## config.mk

```make
export PLATFORM = sky130hd
export DESIGN_NAME = pinmux_pin_ctrl
export DESIGN_NICKNAME = d
export VERILOG_FILES = /design/src/rtl/pinmux_pkg.sv /design/src/rtl/pinmux_in_filter.sv /design/src/rtl/pinmux_pin_ctrl.sv
export SDC_FILE = /design/constraint.sdc
export NUM_CORES = 1
export LEC_CHECK = 0
export CAP_MARGIN = 20
export CORE_UTILIZATION = 35
export DETAILED_ROUTE_END_ITERATION = 10
export GPL_TIMING_DRIVEN = 0
export PLACE_DENSITY = 0.71
export SETUP_SLACK_MARGIN = 0.4
export SLEW_MARGIN = 10
export SYNTH_ARGS = -nofsm -noshare
export SYNTH_HDL_FRONTEND = slang
export SYNTH_SLANG_ARGS = --single-unit
```

## constraint.sdc

```tcl
create_clock -name clk -period 2.6 [get_ports clk]
set_clock_uncertainty 0.1 [all_clocks]
set_input_delay 0.52 -clock clk [delete_from_list [all_inputs] [get_ports clk]]
set_output_delay 0.52 -clock clk [all_outputs]
set_load 0.03 [all_outputs]
```

## src/rtl/pinmux_pkg.sv

```systemverilog
// pinmux_pkg: drive-mode, irq-mode and pin FSM encodings shared by pin slices and the register block
package pinmux_pkg;
   localparam logic [1:0] DRV_PP    = 2'b00;
   localparam logic [1:0] DRV_OS    = 2'b01;
   localparam logic [1:0] DRV_OD    = 2'b10;
   localparam logic [1:0] DRV_OFF   = 2'b11;
   localparam logic [1:0] IRQ_OFF   = 2'b00;
   localparam logic [1:0] IRQ_RISE  = 2'b01;
   localparam logic [1:0] IRQ_FALL  = 2'b10;
   localparam logic [1:0] IRQ_BOTH  = 2'b11;
   localparam logic [1:0] ST_RUN    = 2'd0;
   localparam logic [1:0] ST_DRAIN  = 2'd1;
   localparam logic [1:0] ST_SWITCH = 2'd2;
   function automatic logic irq_hit(input logic [1:0] mode, input logic rise, input logic fall);
      return (rise && (mode == IRQ_RISE || mode == IRQ_BOTH)) ||
             (fall && (mode == IRQ_FALL || mode == IRQ_BOTH));
   endfunction
endpackage

```

## src/rtl/pinmux_in_filter.sv

```systemverilog
// pinmux_in_filter: pad input synchroniser, length-L glitch filter and edge detect
module pinmux_in_filter #(
   parameter int FILT_W = 4
) (
   input  logic              clk,
   input  logic              rst_n,
   input  logic              pad_y,
   input  logic [FILT_W-1:0] len,
   output logic              filt,
   output logic              rise,
   output logic              fall
);
   logic s1, s2, filt_d;
   logic [FILT_W-1:0] cnt, lim;
   assign lim  = (len == '0) ? '0 : len - 1'b1;
   assign rise = filt & ~filt_d;
   assign fall = ~filt & filt_d;
   // sync the pad, accept a new level only after it has been stable for max(len,1) cycles
   always_ff @(posedge clk or negedge rst_n) begin
      if (!rst_n) begin
         s1     <= 1'b0;
         s2     <= 1'b0;
         filt   <= 1'b0;
         filt_d <= 1'b0;
         cnt    <= '0;
      end else begin
         s1     <= pad_y;
         s2     <= s1;
         filt_d <= filt;
         if (s2 != filt) begin
            if (cnt == lim) begin
               filt <= s2;
               cnt  <= '0;
            end else begin
               cnt <= cnt + 1'b1;
            end
         end else begin
            cnt <= '0;
         end
      end
   end
endmodule

```

## src/rtl/pinmux_pin_ctrl.sv

```systemverilog
// pinmux_pin_ctrl: per-pin function select with glitch-free switching, pad control registers and input/irq routing
module pinmux_pin_ctrl import pinmux_pkg::*; #(
   parameter int NFUNC  = 4,
   parameter int FILT_W = 4,
   parameter int GAP    = 2
) (
   input  logic                     clk,
   input  logic                     rst_n,
   input  logic [$clog2(NFUNC)-1:0] cfg_sel,
   input  logic [1:0]               cfg_mode,
   input  logic                     cfg_pu,
   input  logic                     cfg_pd,
   input  logic                     cfg_ie,
   input  logic                     cfg_cs,
   input  logic                     cfg_dr,
   input  logic                     cfg_sr,
   input  logic [FILT_W-1:0]        cfg_filt_len,
   input  logic [1:0]               cfg_irq_mode,
   input  logic [NFUNC-1:0]         func_out,
   input  logic [NFUNC-1:0]         func_oe,
   output logic [NFUNC-1:0]         func_in,
   input  logic                     irq_clr,
   output logic                     irq,
   output logic                     sel_busy,
   output logic                     pad_a,
   output logic                     pad_oe,
   output logic                     pad_od,
   output logic                     pad_os,
   output logic                     pad_pu,
   output logic                     pad_pd,
   output logic                     pad_ie,
   output logic                     pad_cs,
   output logic                     pad_dr,
   output logic                     pad_sr,
   input  logic                     pad_y
);
   localparam int SW = $clog2(NFUNC);
   localparam int GW = $clog2(GAP + 1);
   logic [1:0]    state;
   logic [GW-1:0] gcnt;
   logic [SW-1:0] active_sel;
   logic          run, sel_change, filt, rise, fall;
   assign run        = state == ST_RUN;
   assign sel_change = cfg_sel != active_sel;
   pinmux_in_filter #(.FILT_W(FILT_W)) u_filt (
      .clk   (clk),
      .rst_n (rst_n),
      .pad_y (pad_y),
      .len   (cfg_filt_len),
      .filt  (filt),
      .rise  (rise),
      .fall  (fall)
   );
   // owner switch: drain the pad for GAP cycles, then adopt the latest requested owner
   always_ff @(posedge clk or negedge rst_n) begin
      if (!rst_n) begin
         state      <= ST_RUN;
         gcnt       <= '0;
         active_sel <= '0;
         sel_busy   <= 1'b0;
      end else begin
         sel_busy <= !run || sel_change;
         if (run) begin
            if (sel_change) begin
               state <= ST_DRAIN;
               gcnt  <= GW'(GAP - 1);
            end
         end else if (state == ST_DRAIN) begin
            if (gcnt == '0) state <= ST_SWITCH;
            else gcnt <= gcnt - 1'b1;
         end else begin
            state      <= ST_RUN;
            active_sel <= cfg_sel;
         end
      end
   end
   // pad controls: data/enable only from the owner while running, electrical config always follows cfg
   always_ff @(posedge clk or negedge rst_n) begin
      if (!rst_n) begin
         pad_a            <= 1'b0;
         pad_oe           <= 1'b0;
         {pad_od, pad_os} <= DRV_OFF;
         {pad_pu, pad_pd, pad_ie, pad_cs, pad_dr, pad_sr} <= '0;
      end else begin
         pad_a            <= run & func_out[active_sel];
         pad_oe           <= run & func_oe[active_sel];
         {pad_od, pad_os} <= cfg_mode;
         {pad_pu, pad_pd, pad_ie, pad_cs, pad_dr, pad_sr} <= {cfg_pu, cfg_pd, cfg_ie, cfg_cs, cfg_dr, cfg_sr};
      end
   end
   // route the filtered input to the owner only, and keep a sticky edge interrupt where set beats clear
   always_ff @(posedge clk or negedge rst_n) begin
      if (!rst_n) begin
         func_in <= '0;
         irq     <= 1'b0;
      end else begin
         func_in <= run ? (NFUNC'(filt & cfg_ie) << active_sel) : '0;
         irq     <= irq_hit(cfg_irq_mode, rise, fall) ? 1'b1 : irq_clr ? 1'b0 : irq;
      end
   end
endmodule

```

Word-level counts from Yosys, hierarchy flattened
Index checks and enable logic that the tools add are counted.
{"block": "totals", "reg_bits": 30, "word_cells": 78}
{"block": "op_classes", "n_addsub": 3, "magnitude_cmp": 1, "n_eq_ne": 10, "n_shift": 1, "mux": 17, "bitwise_logic": 9, "n_reduce_logical": 16}
{"cell": "$mux W4", "count": 4}
{"cell": "$mux W2", "count": 7}
{"cell": "$reduce_and A2 Y1", "count": 3}
{"cell": "$and A1 B1 Y1", "count": 5}
{"cell": "$add A4 B1 Y4 const B", "count": 1}
{"cell": "$bmux W1 S2", "count": 2}
{"cell": "$eq A2 B1 Y1 const B", "count": 2}
{"cell": "$eq A2 B2 Y1 const B", "count": 2}
{"cell": "$eq A4 B4 Y1", "count": 1}
{"cell": "$logic_not A2 Y1", "count": 2}
{"cell": "$logic_not A4 Y1", "count": 1}
{"cell": "$logic_or A1 B1 Y1", "count": 4}
{"cell": "$mux W1", "count": 4}
{"cell": "$not A1 Y1", "count": 4}
{"cell": "$reduce_bool A2 Y1", "count": 2}
{"cell": "$shl A1 B2 Y4", "count": 1}
{"cell": "$sub A4 B1 Y4 const B", "count": 1}
{"cell": "$lt A2 B3 Y1 const B", "count": 1}
{"cell": "$ne A3 B2 Y1 const B", "count": 1}
{"cell": "$reduce_and A3 Y1", "count": 1}
{"cell": "$logic_and A1 B1 Y1", "count": 2}
{"cell": "$ne A2 B1 Y1 const B", "count": 1}
{"cell": "$ne A2 B2 Y1", "count": 1}
{"cell": "$ne A2 B2 Y1 const B", "count": 1}
{"cell": "3 further kinds", "count": 3}

Longest topological paths before layout
{"block": "logic_depth", "depth_word": 5, "depth_mapped": 6, "ltp_nobuf": 5}

By module
From an unflattened synthesis, not the netlist that was laid out.
{"block": "hier_totals", "hier_cells": 102, "area_unflattened_um2": 1290.0}
{"module": "pinmux_pin_ctrl", "n_inst": 1, "cells_each": 58, "area_per_inst_um2": 823.3, "seq_area_each_um2": 553.0}
{"module": "pinmux_in_filter", "n_inst": 1, "cells_each": 44, "area_per_inst_um2": 466.7, "seq_area_each_um2": 200.2}

Least setup slack after synthesis
OpenSTA, ideal clock, no wires.
{"block": "synth_timing", "path_kind": "input to register", "from": "input cfg_filt_len[1]", "to": "register u_filt.filt", "setup_time_ps": 125, "t_arrival_ps": 1562, "required_ps": 2375, "slack_ps": 813, "cell_stages": 6, "n_path_buf": 1, "path_cell_list": "buf_6 xor2_1 nor3_1 o211ai_2 nor3_2 mux2_4"}
{"block": "synth_between", "elab_chain_len": 4, "word_cells_on_any_way": 5}
{"element": "from (decl)", "line_no": "pinmux_pin_ctrl.sv:17", "text": "input logic [FILT_W-1:0] cfg_filt_len,"}
{"element": "$sub A4 B1 Y4 / $logic_not A4 Y1 (equally long branches)", "line_no": "pinmux_in_filter.sv:15", "text": "assign lim = (len == '0) ? '0 : len - 1'b1;"}
{"element": "$mux W4 *", "line_no": "pinmux_in_filter.sv:15"}
{"element": "$eq A4 B4 Y1 *", "line_no": "pinmux_in_filter.sv:31", "text": "if (cnt == lim) begin"}
{"element": "$reduce_and A2 Y1 (no source line) *"}
{"element": "to (signal assigned)", "line_no": "pinmux_in_filter.sv:23", "text": "filt <= 1'b0;"}
{"element": "to (signal assigned)", "line_no": "pinmux_in_filter.sv:32", "text": "filt <= s2;"}
{"element": "to (decl)", "line_no": "pinmux_in_filter.sv:9", "text": "output logic filt,"}
Every way passes the cells marked *; elsewhere a longest branch is shown, timed or not.
A chain may end at the register's enable or synchronous reset.

Worst setup path after layout
{"block": "layout_timing", "from": "register pad_os", "to": "output pad_os"}
{"element": "from (decl)", "line_no": "pinmux_pin_ctrl.sv:28", "text": "output logic pad_os,"}
{"element": "from (signal assigned)", "line_no": "pinmux_pin_ctrl.sv:87", "text": "{pad_od, pad_os} <= cfg_mode;"}
No word-level cell between the ends.

==> metrics.cfg <==
[outcome]
outcome=finished clean

[cts]
cts_tree=done
cts_root_buffer=clkbuf_4
numClockSinks=30
cts_setup_buffers=0
clk_latency_ns=0.32
cts_resized=0
clock_path_buffers=2
htreeDepth=2
clk_pin_slew_ns=0.10
ctsHoldBuffers=0
cts_made_buffers=5

[routing]
via_per_inst=4.76
antenna_left=0
wl_per_cell_microns=13.6
dr.pass1.iters=4
first_iter_violations=58
detail_route.drc_violations=0
num_vias=947
routed_wl_mm=2.71

[setup_path]
critPathTopFamily=buffers and inverters
cp_max_fo=1
crit_path_start_kind=flip-flop
critPathMaxStageDelay_ns=0.65
critPathBufInv=1
crit_required_ns=1.98
cp_slowest_cell=clkdlybuf4s50_1
arrival_ns=1.51
crit_chain=clkdlybuf4s50_1
critPathKind=reg2out
cp-end-kind=output port

[sta]
slew_viol_final=0
period_minus_slack_ns=2.13
period_share_pct=81.8
setup_viol_count_final=0
slew_headroom_pct=52.9
worst_slew_pin_slew_ns=0.704
fmax_mhz=470
hold_violations=0
rsz0062_at_grt=no
tns_ns=0

[power]
p_per_area_nw_per_um2=857
switching_power_w=0.000575
leakagePower_nw=0.792
p_int_w=0.00101
p_sw_share_pct=36.4
clock_power_share_pct=18.3
seqPwrFrac_pct=43.0
combPwrFrac_pct=38.7
vdd_drop_max_v=0.000431

[placed_design]
dpl.hpwl_mm=2.11
place_congestion=0.736
portBuffers=42

[global_route]
grt_max_degree=18
overflow=0
grt_pass1_wl_mm=4.50
gr-usage-all-layers_pct=15.4
first_global_vias=1019
antenna_found_initial=0

[floorplan]
initial_core_util_pct=37.4
pin_count=44
die_area_sq_um=3890
die_h_microns=62.4
die_w_microns=62.4
rows=21
core_area_sq_um=3420

[logic_synthesis]
synth_area_leaders=dfrtp_1 (55%), dfstp_2 (4.1%), mux4_2 (3.5%)
synth_top_area_share_pct=54.9
syn_avg_cell_area_sq_um=12.5
synth_cell_types=40
yosysTopAreaCell=dfrtp_1
ys_seq_area_share_pct=59.0
ys_warn_count=0
ys_seq_elements=30
syn_inst=102
synthesis.nets=132
synth_area_sq_um=1280

[final_layout]
utilization_pct=54.0
layout_common_cells=clkdlybuf4s50_1 (42), dfrtp_1 (28), nor2_1 (10)
drive_gt1_share_pct=16.3
syn2layout_area_growth_pct=44.6
diodes=0
nets=182
final_common_cell=clkdlybuf4s50_1

[flow_run]
drv_cap=0

[hold_path]
min_path_type=reg2reg

==> flip-flops by register name, summed over array words and instances (netlist names), 2 cells and up <==
register / flops
active_sel: 2
state: 2
u_filt.cnt: 4
gcnt: 2
func_in: 4
==> through the flow <==
stage | instance area, sq um | total power (W) | hold slack, ns | cells | worst slack, ns
final | 1850 | 0.00158 | 0.267 | 199 | 0.473
after global routing | 1850 | 0.00169 | 0.281 | 199 | 0.416
after CTS | 1850 | 0.00160 | 0.271 | 199 | 0.452
after detailed placement | 1780 | 0.00130 | 0.252 | 191 | 0.241
after global placement | 1750 | 0.00126 | 0.233 | 190 | 0.302
after floorplan | 1280 | 0.00108 | 0.124 | 102 | 0.813
==> area by class of cell <==
cell class / count / area (sq um)
flip-flops and latches: 30 / 753
well taps: 46 / 57.6
inverters: 5 / 18.8
clock buffers: 6 / 51.3
clock inverters: 2 / 12.5
repair buffers: 43 / 448
multi-input cells: 64 / 484
fillers: 307 / 1570
plain buffers: 3 / 20.0
==> cell usage after synthesis, drive strengths merged <==
cell type and count:
dfrtp 28, nor2 10, nand2 6, inv 5
nor3 5, xor2 5, a21oi 4, mux2 3
and2 2, buf 2, dfstp 2, ha 2
mux4 2, nand2b 2, nand3 2, o21ai 2
a21boi 1, a21o 1, a22oi 1, and2b 1
clkbuf 1, nand3b 1, nand4 1, nor2b 1
nor4 1, nor4b 1, o211ai 1, o21ba 1
o21bai 1, o221ai 1, o22ai 1, o31ai 1
o32ai 1, or3 1, or4 1, xnor2 1
==> layer usage <==
metal  wire [microns]  vias to the layer above  track usage, %  part of all wire, %
met2             1490                       27            26.9                   55
met5                0                        -               0                    0
met1             1050                      462            17.1                   39
met3              149                        2            5.11                  5.5
li1                 -                      456               -                    -
met4               15                        0            6.40                 0.55
==> cells by family after synthesis <==
family / Yosys count / synth area share, %
and+or+nand+nor: 35 / 15.0
DFF: 30 / 59.0
muxes: 5 / 6.47
AOI/OAI and AO/OA: 16 / 10.4
adders and majority gates: 2 / 1.96
xor gates and xnor gates: 6 / 4.12
buffers and inverters: 8 / 3.04
==> final timing paths <==
path                                     to  slack, ns          start  cells after the start
max in group asynchronous            pad_od       1.29          rst_n                      2
worst max register to register  u_filt.filt       0.93  u_filt.cnt[1]                      5
worst min register to register    u_filt.s2       0.27      u_filt.s1                      0
min in group asynchronous          state[0]       0.51          rst_n                      1
worst min-delay path              u_filt.s2       0.27      u_filt.s1                      0
worst max-delay path                 pad_os       0.47         pad_os                      1
==> power groups by stage <==
| stage | Sequential, W | Clock [W] | Combinational (W) |
|---|---|---|---|
| 3_3_place_gp | 0.000679 | 0 | 0.000582 |
| 4_1_cts | 0.000680 | 0.000299 | 0.000620 |
| 2_1_floorplan | 0.000744 | 0 | 0.000332 |
| 5_1_grt | 0.000696 | 0.000323 | 0.000670 |
| 6_report | 0.000680 | 0.000290 | 0.000611 |
| 3_5_place_dp | 0.000687 | 0 | 0.000617 |
(Power assumes the default switching activity.)
